**config.mk**
```make
export PLATFORM = sky130hd
export DESIGN_NAME = regfile_sb_flat
export DESIGN_NICKNAME = d
export VERILOG_FILES = /design/src/rtl/regfile_sb_if.sv /design/src/rtl/regfile_sb.sv /design/src/flat_wrapper.sv
export SDC_FILE = /design/constraint.sdc
export NUM_CORES = 2
export LEC_CHECK = 0
export CELL_PAD_IN_SITES_DETAIL_PLACEMENT = 2
export CELL_PAD_IN_SITES_GLOBAL_PLACEMENT = 2
export CORE_MARGIN = 4
export CORE_UTILIZATION = 30
export CTS_CLUSTER_SIZE = 40
export DETAILED_ROUTE_END_ITERATION = 8
export GPL_ROUTABILITY_DRIVEN = 0
export GPL_TIMING_DRIVEN = 0
export PLACE_DENSITY = 0.66
export SLEW_MARGIN = 40
export SYNTH_ARGS = -nofsm -noshare
export SYNTH_HDL_FRONTEND = slang
export SYNTH_SLANG_ARGS = --single-unit
```
**constraint.sdc**
```tcl
create_clock -name clk -period 118.6 [get_ports clk]
set_input_delay 29.65 -clock clk [delete_from_list [all_inputs] [get_ports clk]]
set_output_delay 29.65 -clock clk [all_outputs]
set_load 0.01 [all_outputs]
```
**src/rtl/regfile_sb_if.sv**
```systemverilog
// Register-file bus: decode-side read/scoreboard requests, writeback-side
// writes, and the read data / busy flags returned to decode.
interface regfile_sb_if #(
   parameter int DATA_W = 32,
   parameter int ADDR_W = 5
);
   // read ports
   logic              rd_en;
   logic [ADDR_W-1:0] rd_addr_1;
   logic [ADDR_W-1:0] rd_addr_2;
   logic [DATA_W-1:0] rd_data_1;
   logic [DATA_W-1:0] rd_data_2;

   // write port
   logic              wr_en;
   logic              wr_dst;
   logic [ADDR_W-1:0] wr_addr_rt;
   logic [ADDR_W-1:0] wr_addr_rd;
   logic [DATA_W-1:0] wr_data;

   // scoreboard
   logic              sb_set;
   logic [ADDR_W-1:0] sb_addr;
   logic              busy_1;
   logic              busy_2;
   logic              busy_any;

   // Pipeline side: drives requests, consumes data and busy flags.
   modport master (
      output rd_en, rd_addr_1, rd_addr_2,
      output wr_en, wr_dst, wr_addr_rt, wr_addr_rd, wr_data,
      output sb_set, sb_addr,
      input  rd_data_1, rd_data_2, busy_1, busy_2, busy_any
   );

   // Register-file side.
   modport slave (
      input  rd_en, rd_addr_1, rd_addr_2,
      input  wr_en, wr_dst, wr_addr_rt, wr_addr_rd, wr_data,
      input  sb_set, sb_addr,
      output rd_data_1, rd_data_2, busy_1, busy_2, busy_any
   );
endinterface

```
**src/rtl/regfile_sb.sv**
```systemverilog
// MIPS general-purpose register file: two registered read ports with
// write-to-read bypass, one write port with rt/rd destination select,
// optional hardwired zero register, and a per-register busy scoreboard
// used by decode to stall on RAW hazards against in-flight writes.
module regfile_sb #(
   parameter int DATA_W   = 32,
   parameter int ADDR_W   = 5,
   parameter bit ZERO_REG = 1'b1
) (
   input logic         clk,
   input logic         reset,
   regfile_sb_if.slave bus
);

   localparam int DEPTH = 2 ** ADDR_W;

   // Effective write destination (rt for I-type, rd for R-type).
   logic [ADDR_W-1:0] waddr;

   // Register storage and its next-state values.
   logic [DATA_W-1:0] mem_reg  [DEPTH];
   logic [DATA_W-1:0] mem_next [DEPTH];

   // Busy scoreboard, one bit per register.
   logic [DEPTH-1:0] busy_reg;
   logic [DEPTH-1:0] busy_next;

   // Read data registers and the values they load on an enabled read.
   logic [DATA_W-1:0] rd_data_1_reg;
   logic [DATA_W-1:0] rd_data_2_reg;
   logic [DATA_W-1:0] rd_data_1_next;
   logic [DATA_W-1:0] rd_data_2_next;

   assign waddr = bus.wr_dst ? bus.wr_addr_rd : bus.wr_addr_rt;

   // Per-register next-state: storage update and scoreboard set/clear.
   // A set and a clear of the same register in one cycle leave it busy,
   // because the newly issued write supersedes the one completing now.
   generate
      for (genvar gi = 0; gi < DEPTH; gi++) begin : g_reg
         if (ZERO_REG && gi == 0) begin : g_zero
            assign mem_next[gi]  = '0;
            assign busy_next[gi] = 1'b0;
         end else begin : g_live
            logic wr_hit;
            logic set_hit;
            assign wr_hit        = bus.wr_en  && (waddr == ADDR_W'(gi));
            assign set_hit       = bus.sb_set && (bus.sb_addr == ADDR_W'(gi));
            assign mem_next[gi]  = wr_hit ? bus.wr_data : mem_reg[gi];
            assign busy_next[gi] = set_hit ? 1'b1 : (wr_hit ? 1'b0 : busy_reg[gi]);
         end
      end
   endgenerate

   // Register storage; cleared as a whole by reset.
   always_ff @(posedge clk or posedge reset) begin
      if (reset) begin
         for (int i = 0; i < DEPTH; i++) begin
            mem_reg[i] <= '0;
         end
      end else begin
         for (int i = 0; i < DEPTH; i++) begin
            mem_reg[i] <= mem_next[i];
         end
      end
   end

   // Scoreboard state.
   always_ff @(posedge clk or posedge reset) begin
      if (reset) begin
         busy_reg <= '0;
      end else begin
         busy_reg <= busy_next;
      end
   end

   // Port 1 read value: zero register, then same-cycle write bypass, then storage.
   always_comb begin
      rd_data_1_next = mem_reg[bus.rd_addr_1];
      if (bus.wr_en && (waddr == bus.rd_addr_1)) begin
         rd_data_1_next = bus.wr_data;
      end
      if (ZERO_REG && (bus.rd_addr_1 == '0)) begin
         rd_data_1_next = '0;
      end
   end

   // Port 2 read value: zero register, then same-cycle write bypass, then storage.
   always_comb begin
      rd_data_2_next = mem_reg[bus.rd_addr_2];
      if (bus.wr_en && (waddr == bus.rd_addr_2)) begin
         rd_data_2_next = bus.wr_data;
      end
      if (ZERO_REG && (bus.rd_addr_2 == '0)) begin
         rd_data_2_next = '0;
      end
   end

   // Read data registers load on rd_en and hold otherwise.
   always_ff @(posedge clk or posedge reset) begin
      if (reset) begin
         rd_data_1_reg <= '0;
         rd_data_2_reg <= '0;
      end else if (bus.rd_en) begin
         rd_data_1_reg <= rd_data_1_next;
         rd_data_2_reg <= rd_data_2_next;
      end
   end

   assign bus.rd_data_1 = rd_data_1_reg;
   assign bus.rd_data_2 = rd_data_2_reg;

   // Busy flags reflect the current state only; same-cycle set/clear
   // become visible after the edge.
   assign bus.busy_1   = busy_reg[bus.rd_addr_1];
   assign bus.busy_2   = busy_reg[bus.rd_addr_2];
   assign bus.busy_any = |busy_reg;

endmodule
```
**src/flat_wrapper.sv**
```systemverilog
// flat-port wrapper written by rule: the top's interface ports become plain ports
module regfile_sb_flat 
#(
   parameter int DATA_W   = 32,
   parameter int ADDR_W   = 5,
   parameter bit ZERO_REG = 1'b1
)
  (clk, reset, bus_rd_en, bus_rd_addr_1, bus_rd_addr_2, bus_wr_en, bus_wr_dst, bus_wr_addr_rt, bus_wr_addr_rd, bus_wr_data, bus_sb_set, bus_sb_addr, bus_rd_data_1, bus_rd_data_2, bus_busy_1, bus_busy_2, bus_busy_any);
  regfile_sb_if #(.DATA_W(DATA_W), .ADDR_W(ADDR_W)) bus_i ();
  input logic clk;
  input logic reset;
  input wire logic [$bits(bus_i.rd_en)-1:0] bus_rd_en;
  input wire logic [$bits(bus_i.rd_addr_1)-1:0] bus_rd_addr_1;
  input wire logic [$bits(bus_i.rd_addr_2)-1:0] bus_rd_addr_2;
  input wire logic [$bits(bus_i.wr_en)-1:0] bus_wr_en;
  input wire logic [$bits(bus_i.wr_dst)-1:0] bus_wr_dst;
  input wire logic [$bits(bus_i.wr_addr_rt)-1:0] bus_wr_addr_rt;
  input wire logic [$bits(bus_i.wr_addr_rd)-1:0] bus_wr_addr_rd;
  input wire logic [$bits(bus_i.wr_data)-1:0] bus_wr_data;
  input wire logic [$bits(bus_i.sb_set)-1:0] bus_sb_set;
  input wire logic [$bits(bus_i.sb_addr)-1:0] bus_sb_addr;
  output wire logic [$bits(bus_i.rd_data_1)-1:0] bus_rd_data_1;
  output wire logic [$bits(bus_i.rd_data_2)-1:0] bus_rd_data_2;
  output wire logic [$bits(bus_i.busy_1)-1:0] bus_busy_1;
  output wire logic [$bits(bus_i.busy_2)-1:0] bus_busy_2;
  output wire logic [$bits(bus_i.busy_any)-1:0] bus_busy_any;
  assign bus_i.rd_en = bus_rd_en;
  assign bus_i.rd_addr_1 = bus_rd_addr_1;
  assign bus_i.rd_addr_2 = bus_rd_addr_2;
  assign bus_i.wr_en = bus_wr_en;
  assign bus_i.wr_dst = bus_wr_dst;
  assign bus_i.wr_addr_rt = bus_wr_addr_rt;
  assign bus_i.wr_addr_rd = bus_wr_addr_rd;
  assign bus_i.wr_data = bus_wr_data;
  assign bus_i.sb_set = bus_sb_set;
  assign bus_i.sb_addr = bus_sb_addr;
  assign bus_rd_data_1 = bus_i.rd_data_1;
  assign bus_rd_data_2 = bus_i.rd_data_2;
  assign bus_busy_1 = bus_i.busy_1;
  assign bus_busy_2 = bus_i.busy_2;
  assign bus_busy_any = bus_i.busy_any;
  regfile_sb #(.DATA_W(DATA_W), .ADDR_W(ADDR_W), .ZERO_REG(ZERO_REG)) u_core (.clk(clk), .reset(reset), .bus(bus_i));
endmodule
```
==> impl_metrics.tcl <==
set metrics [dict create \
    status "completed" \
    start_util_pct 30.3 \
    numCtsBuffers 132 \
    die_w_um 450 \
    crit_path_max_fanout 10 \
    grt_use_total_pct 29.0 \
    detail-route-antenna-nets 0 \
    syn_inst 4380 \
    slew_viol_final 0 \
    finalHoldViolCount 0 \
    hold_ws_ns 0.528 \
    combPwrFrac_pct 24.0 \
    async_flop_share_pct 100 \
    grt_pass1_vias 47400 \
    vias 45300 \
    synth-simple-area-share_pct 3.88 \
    place_area_mm2 0.0643 \
    pwr-share-clk_pct 33.5 \
    dr.first_iter.drc_count 5279 \
    fin_area_mm2 0.0688 \
    finalClockSkew_ns 0.0341 \
    p_int_uw 876 \
    netlist_top_cells_area "dfrtp_1 (46%), mux2_2 (26%), mux4_2 (11%)" \
    worstSetupEndpointType "output port" \
    yosysTopAreaCell "dfrtp_1" \
    die_h_um 450 \
    clock_path_buffers 3 \
    root_buffer "clkbuf_16" \
    hold_class "flop to flop" \
    seq_area_frac_synth_pct 46.4 \
    seq_power_share_pct 42.4 \
    route.detailed.drc 0 \
    syn_nets 4443 \
    synth_fa_ha_area_share_pct 0 \
    grt-ovfl-total 0 \
    grt_max_degree 77 \
    port-buffer-count 117 \
    synth_seq_cells 1087 \
    netlist-cell-type-count 56 \
    rsz0062_at_grt "no" \
    rows 161 \
    fmax_ghz 0.0159 \
    final_cells 7309 \
    synth-xor-area-share_pct 0.150 \
    min_period_ns 62.79 \
    die-area_mm2 0.202 \
    p_switching_uw 399 \
    synth.area.mux_share_pct 38.9 \
    dp_slack_ns 55.85 \
    p_leak_uw 0.0295 \
    routed_wl_um 300000 \
    clock-sinks 1087 \
    ir_drop_v 0.0000166 \
    cts_tree "yes" \
    numPlacedInstances 7069 \
    coreArea_mm2 0.193 \
    syn_area_mm2 0.0586 \
    drv_cap 0 \
    worst_pin_slew_ns 0.965 \
    area_growth_pct 17.5 \
    crit_required_ns 88.95 \
    drive_gt1_share_pct 47.4 \
    yosysWarnings 0 \
    synth_top_family_by_area "multiplexers" \
    htreeDepth 4 \
    io_pins 130 \
    path_class "input port to output port" \
    yosysTopAreaCellShare_pct 46.4 \
    setup_viol 0 \
    power_density_mw_per_mm2 18.5 \
    antenna_found_initial 20 \
    layout.nets 4742 \
    post-route-period-util_pct 52.9 \
    synth_compound_area_share_pct 7.11 \
    critPathLaunchType "input port" \
    cts_resized 0 \
    fin_tns_setup_ns 0 \
    cts.clk_slew.worst_paths_ns 0.06 \
    routed_via_density 6.19 \
    drt-pass1-iter-count 8 \
    grt_pass1_wl_um 408000 \
    dp_hpwl_um 204000 \
    setup_ws_ns 55.81 \
    syn_avg_cell_area_um2 13.4 \
    cts_hold_buf 0 \
    cp_data_arrival_time_ns 33.14 \
    swShare_pct 31.3 \
    synth-main-ff-cell "dfrtp_1" \
    postCtsSetupBuffers 0 \
    maxSlewHeadroom_pct 35.6 \
    clock_latency_ns 0.82 \
    synth_edf_count 0 \
    largest_reg_flops 992 \
    wl_per_cell_um 41.1 \
]
[cell usage after synthesis (all sizes together), types with 62 or more instances]
cell,n
mux2,1347
dfrtp,1087
mux4,285
clkbuf,255
buf,193
o22ai,151
nor3,123
mux2i,117
nand2,110
a22oi,106
nor2,102
nand2b,73
a221oi,62
o31ai,62
[worst paths after layout]
kind | startpoint | end | slack [ns] | cells past startpoint
worst max-delay path | bus_rd_addr_1[0] | bus_busy_1 | 55.81 | 7
worst min-delay path | u_core.mem_reg[58]$_DFFE_PP0P_ | u_core.mem_reg[58]$_DFFE_PP0P_ | 0.53 | 1
worst max register to register | u_core.mem_reg[29]$_DFFE_PP0P_ | u_core.bus.rd_data_1[29]$_DFFE_PP0P_ | 116.58 | 5
worst min register to register | u_core.mem_reg[58]$_DFFE_PP0P_ | u_core.mem_reg[58]$_DFFE_PP0P_ | 0.53 | 1
max in group asynchronous | reset | u_core.mem_reg[536]$_DFFE_PP0P_ | 86.95 | 7
min in group asynchronous | reset | u_core.mem_reg[488]$_DFFE_PP0P_ | 29.33 | 2
[metal layers]
layer	wire, um	track usage (%)	up-vias	share of wire, %
li1	-	-	17300	-
met1	120000	37.3	24800	40
met3	25200	7.22	735	8.4
met4	21100	16.8	0	7.0
met5	0	0	-	0
met2	134000	44.4	2449	44
[critical path, stage by stage]
cell	delay, ns
buf_2	0.40
buf_2	0.48
buf_2	0.62
mux4_2	0.58
mux4_2	0.47
a21oi_1	0.30
clkdlybuf4s50_1	0.60
[placed cells by master (no fill, tap or decap), types with 6 or more instances in the layout]
master	synthesis	routed
mux4_2	285	285
clkdlybuf4s50_1	0	117
nor2b_1	27	26
nand2_1	110	109
or2_2	6	6
a21oi_1	18	17
buf_4	1	6
nor4_1	7	7
a22o_1	31	31
diode_2	0	10
o31ai_1	62	62
mux2_2	1347	1347
o32ai_1	9	9
a221oi_1	62	62
a211oi_1	44	44
buf_2	155	188
bufinv_16	0	9
a2111oi_0	12	12
clkbuf_8	0	34
inv_6	0	6
o21ai_0	43	43
nor2_2	0	30
clkinv_2	0	17
dfrtp_1	1087	1087
nor2_1	102	71
mux2i_1	113	113
clkbuf_1	255	140
clkbuf_16	0	133
nor3_1	123	123
buf_16	0	35
a22oi_1	106	106
clkbuf_2	0	134
nand2b_1	73	73
buf_8	0	6
o22ai_1	151	151
a32oi_1	19	19
inv_1	40	39
[per-stage QoR]
step	total power (uW)	utilization, %
global route	1320	35.6
finish	1280	35.6
CTS	1270	35.6
floorplan	725	-
detailed placement	843	33.3
global placement	821	32.5
[cells by family after synthesis]
family                    count (synthesis)
xor gates and xnor gates                 10
AOI/OAI and AO/OA                       575
DFF                                    1087
buffers and inverters                   488
and+or+nand+nor                         471
muxes                                  1749
[power groups by stage]
stage          registers, uW  clock network, uW  logic [uW]
5_1_grt                  550                447         323
4_1_cts                  538                431         303
2_1_floorplan            515                  0         210
3_3_place_gp             537                  0         285
3_5_place_dp             543                  0         300
6_report                 541                428         306
[area by class of cell]
| class | instances | area, um2 |
|---|---|---|
| multi-input cells | 2805 | 29400 |
| plain buffers | 448 | 2110 |
| fillers | 19600 | 125000 |
| clock inverters | 42 | 549 |
| repair buffers | 165 | 2310 |
| well taps | 2526 | 3160 |
| diodes | 10 | 25.0 |
| inverters | 40 | 158 |
| flip-flops and latches | 1087 | 27200 |
| clock buffers | 186 | 3870 |
(Power assumes the default switching activity.)
